==> config.mk <==
export PLATFORM = sky130hd
export DESIGN_NAME = alu
export DESIGN_NICKNAME = d
export VERILOG_FILES = /design/src/rtl/alu.sv
export SDC_FILE = /design/constraint.sdc
export NUM_CORES = 1
export LEC_CHECK = 0
export BUFFER_PORTS_ARGS = -buffer_cell sky130_fd_sc_hd__clkbuf_2
export CAP_MARGIN = 20
export CELL_PAD_IN_SITES_DETAIL_PLACEMENT = 1
export CELL_PAD_IN_SITES_GLOBAL_PLACEMENT = 2
export CORE_MARGIN = 10
export CORE_UTILIZATION = 34
export CTS_BUF_LIST = sky130_fd_sc_hd__clkbuf_16
export DETAILED_ROUTE_END_ITERATION = 7
export HOLD_SLACK_MARGIN = 0.15
export PLACE_DENSITY = 0.89
export RECOVER_POWER = 100
export SKIP_LAST_GASP = 1
export SYNTH_ARGS = -nofsm -noshare
export SYNTH_HDL_FRONTEND = slang
export SYNTH_SLANG_ARGS = --single-unit
export TNS_END_PERCENT = 20
==> constraint.sdc <==
create_clock -name clk -period 4.8 [get_ports clk]
set_input_delay 0 -clock clk [delete_from_list [all_inputs] [get_ports clk]]
set_output_delay 0 -clock clk [all_outputs]
set_load 0.01 [all_outputs]
==> src/rtl/alu.sv <==
// Registered 8-bit ALU: eight operations, result and C/Z/S/V flags
// presented one clock after the operands are sampled.
module alu #(
    parameter int WIDTH = 8
) (
    input  logic             clk,
    input  logic             rst,
    input  logic [WIDTH-1:0] op1,
    input  logic [WIDTH-1:0] op2,
    input  logic [2:0]       operator,
    output logic [WIDTH-1:0] res,
    output logic             c_flag,
    output logic             z_flag,
    output logic             s_flag,
    output logic             ov_flag
);

    typedef enum logic [2:0] {
        OP_ADD = 3'b000,
        OP_SUB = 3'b001,
        OP_AND = 3'b010,
        OP_OR  = 3'b011,
        OP_XOR = 3'b100,
        OP_NOT = 3'b101,
        OP_LSL = 3'b110,
        OP_LSR = 3'b111
    } op_e;

    logic [WIDTH-1:0] res_d, res_q;
    logic             c_d, c_q;
    logic             z_d, z_q;
    logic             s_d, s_q;
    logic             ov_d, ov_q;

    // The extra top bit holds the carry-out for ADD and the borrow for SUB.
    logic [WIDTH:0]   sum_w;
    logic [WIDTH:0]   diff_w;

    assign sum_w  = {1'b0, op1} + {1'b0, op2};
    assign diff_w = {1'b0, op1} - {1'b0, op2};

    always_comb begin
        res_d = '0;
        c_d   = 1'b0;
        ov_d  = 1'b0;
        case (op_e'(operator))
            OP_ADD: begin
                res_d = sum_w[WIDTH-1:0];
                c_d   = sum_w[WIDTH];
                ov_d  = (op1[WIDTH-1] == op2[WIDTH-1]) &&
                        (sum_w[WIDTH-1] != op1[WIDTH-1]);
            end
            OP_SUB: begin
                res_d = diff_w[WIDTH-1:0];
                c_d   = diff_w[WIDTH];
                ov_d  = (op1[WIDTH-1] != op2[WIDTH-1]) &&
                        (diff_w[WIDTH-1] != op1[WIDTH-1]);
            end
            OP_AND: res_d = op1 & op2;
            OP_OR:  res_d = op1 | op2;
            OP_XOR: res_d = op1 ^ op2;
            OP_NOT: res_d = ~op1;
            OP_LSL: begin
                res_d = {op1[WIDTH-2:0], 1'b0};
                c_d   = op1[WIDTH-1];
            end
            OP_LSR: begin
                res_d = {1'b0, op1[WIDTH-1:1]};
                c_d   = op1[0];
            end
            default: res_d = '0;
        endcase
        z_d = (res_d == '0);
        s_d = res_d[WIDTH-1];
    end

    always_ff @(posedge clk) begin
        if (rst) begin
            res_q <= '0;
            c_q   <= 1'b0;
            z_q   <= 1'b0;
            s_q   <= 1'b0;
            ov_q  <= 1'b0;
        end else begin
            res_q <= res_d;
            c_q   <= c_d;
            z_q   <= z_d;
            s_q   <= s_d;
            ov_q  <= ov_d;
        end
    end

    assign res     = res_q;
    assign c_flag  = c_q;
    assign z_flag  = z_q;
    assign s_flag  = s_q;
    assign ov_flag = ov_q;

endmodule

==> impl_results.md <==
- Iter 0 DRT Violations: 156
- Dpl hpwl: roughly 4 mm
- Critical path class: input pin to register
- Worst path cell trace: clkbuf_1 > nand2_1 > o221ai_1 > o31a_1 > o311ai_0 > a21oi_1 > a211oi_1 > and3_1
- Dominant synthesized flop cell: dfxtp_1
- Wirelength per Cell: around 16 um
- Detailed Route WL: 5.22 mm
- Postcts setup bufs: 0
- DP Area: approximately 1900 sq um
- Mapped Avg Cell Area: about 7.5 sq um
- Setup_tns: 0 ns
- Filler cells: 647
- Num rows: 26
- H-tree levels: 1
- Slowest-stage cell, CP: clkbuf_1
- Initial core utilization: approximately a third
- Num CTS Buffers: 3
- Netlist cell types: 56
- Hold Slack: roughly 0.25 ns
- Hold path endpoint: res[0]
- Largest net degree at the start of global routing: 36
- P_int: around 0.28 mW
- Vias per cell: between 5 and 6
- Max-cap violations: 1
- Post-route ant nets: 0
- CTS tree: done
- Clock group share of total power: between 30% and 40%
- Clock tree sinks: 11
- Violated checks: max-capacitance violations, max-slew violations
- Max_slew headroom: -11.6%
- # IOs: 33
- CP Max Fanout: 35
- Drt first pass iters: 4
- Post-layout net count: just over 300
- Die ar.: ~8400 sq um
- Post-synthesis cell count: 233
- Final hold viol count: 0
- Utilization after layout: 39.1%
- Unrepaired setup endpoints after global routing: no
- Multi-input logic area: 1320 sq um
- HP Start: op1[0]
- WHS Path Cells: 4
- Storage cell area: around 220 sq um
- Max frequency: about 350 MHz
- Detailed-route DRC error count: 0
- Hold Path Class: input pin to register
- Crit-path max cell delay: around 1.2 ns
- Worst EP required: 4.93 ns
- Placer congestion estimate: 0.882
- GRT Overall Usage: between 10% and 20%
- Net Switching: approximately 0.15 mW
- Die Ht: slightly above 90 um
- Initial antenna violation count: 0
- Final period util: ~60%
- Placed Cells: 320
- Vias in the first global route: 1795
- Leak: about 0.92 nW
- Final min period: approximately 2.9 ns
- Async set-reset flop share out of synthesis: 0%
- CP Capture Type: register
- Non-filler cells, final: approximately 330
- Clock transition at path regs: about 0.04 ns
- Clk buf depth: 2
- Synth Warn #: 0
- Routed via count: roughly 1700
- Critical Path Start Type: input pin
- Peak supply drop: 0.132 mV
- Number of synthesized flops with an enable pin: 0
- Finished Cell Area: 1970 sq um
- Syn_nets: 280
- First-pass GRT wire length: 8.74 mm
- Die Span X: roughly 90 um
- Number of synthesized register bits: 11
- Endpoints failing setup: 0
- Ant diodes: 0
- Clock root cell: clkbuf_16
- Layout cells sized above 1: a little over an eighth
- CP arrival: about 3.0 ns
- Gr ovfl total: 0
- Synth Cell Area: 1750 sq um
- Switching share of power: between 30% and 40%
- Sequential share of power: 23.9%
- Port bufs: 32
- Area Growth Syn to Fin: 12.8%
- Fin. max-slew vios: 36
- Status: complete, but fails checks
- CORE AREA: 5040 sq um
- Measured slew at the worst slew-check pin: 1.67 ns
- Power per Cell Area: about 220 nW/um^2
- Sequential fraction of the synthesis area: ~13%
- Combinational cell fraction of total power: 41.8%
cell usage after synthesis, types with 3 or more instances:
cell	number	area [sq um]
mux4_2	3	67.6
buf_4	3	22.5
a31oi_1	5	31.3
a21o_1	4	30.0
inv_1	27	101
nand2_1	18	67.6
o21bai_1	3	22.5
and3_1	3	18.8
o221ai_1	4	35.0
nand2b_1	4	25.0
ha_1	24	300
o211ai_1	3	22.5
nor3_1	5	25.0
buf_2	4	20.0
nand3_1	4	20.0
mux2i_1	5	50.1
clkbuf_1	4	15.0
o22ai_1	3	18.8
nor2b_1	7	43.8
nor2_1	17	63.8
a21oi_1	14	70.1
o21ai_0	12	60.1
dfxtp_1	11	220
layer usage:
metal | global-route usage, % | wire length [um] | share of wire (%)
met1 | 16.1 | 2600 | 50
met5 | 0 | 0 | 0
met4 | 3.79 | 97 | 1.9
met3 | 1.79 | 233 | 4.5
met2 | 19.6 | 2280 | 44
layout by cell type (no fill, tap or decap), types with 5 or more instances in the layout:
master and count:
dfxtp_1 11, a21oi_1 14, inv_1 28, nor2b_1 8, nor3_1 5, mux2i_1 5
a31oi_1 5, ha_1 24, clkbuf_1 13, clkbuf_2 19, nand2_1 18, o21ai_0 12
nor2_1 17
kinds of logic after synthesis:
kind of cell             count (synthesis)  synth area share (%)
AND/OR/NAND/NOR                         77                  23.2
AO/OA/AOI/OAI                           64                  24.7
buffers and inverters                   43                  11.0
adder cells (fa/ha/maj)                 26                  19.5
flip-flops                              11                  12.6
multiplexers                             9                  7.38
XOR/XNOR                                 3                  1.51
critical path, delay by kind of cell:
kind            cells  cell delay, ns
buf+inv             1            1.18
compound gates      5            1.07
simple gates        2            0.75
repair_timing:
action | CTS | global route
gates resized for setup | 0 | 0
hold endpoints to repair | 8 | 0
hold buffers | 1 | 0
state kept, by name, indices dropped and copies added (netlist names):
register  flops
ov_flag       1
c_flag        1
z_flag        1
res           8
power groups by stage:
| stage | registers (mW) | logic [mW] | clock network [mW] |
|---|---|---|---|
| floorplan | 0.107 | 0.125 | 0 |
| global placement | 0.103 | 0.176 | 0 |
| detailed placement | 0.103 | 0.179 | 0 |
| CTS | 0.102 | 0.181 | 0.147 |
| global route | 0.102 | 0.199 | 0.156 |
| finish | 0.101 | 0.177 | 0.146 |
worst max-delay path by stage:
stage | slack (ns) | from | endpoint | depth (start not counted)
2_1_floorplan | 3.00 | op1[0] | z_flag | 10
3_3_place_gp | 2.57 | operator[0] | z_flag | 8
3_5_place_dp | 2.56 | operator[0] | z_flag | 8
4_1_cts | 2.79 | operator[0] | z_flag | 8
5_1_grt | 1.64 | operator[0] | z_flag | 8
6_report | 1.91 | operator[0] | z_flag | 8
metrics by stage:
step / total power, mW / setup WS [ns]
3_3_place_gp: 0.279 / 2.57
3_5_place_dp: 0.282 / 2.56
6_report: 0.425 / 1.91
5_1_grt: 0.458 / 1.64
4_1_cts: 0.430 / 2.79
2_1_floorplan: 0.232 / 3.00
layout make-up:
| class | instances | area share, % |
|---|---|---|
| Clock buffer | 3 | 3.81 |
| Inverter | 28 | 5.34 |
| Clock inverter | 1 | 0.191 |
| Timing Repair Buffer | 33 | 7.81 |
| Multi-Input combinational cell | 179 | 67.2 |
| Tap cell | 70 | 4.45 |
| Sequential cell | 11 | 11.2 |
Power figures use the tool's default switching activity.
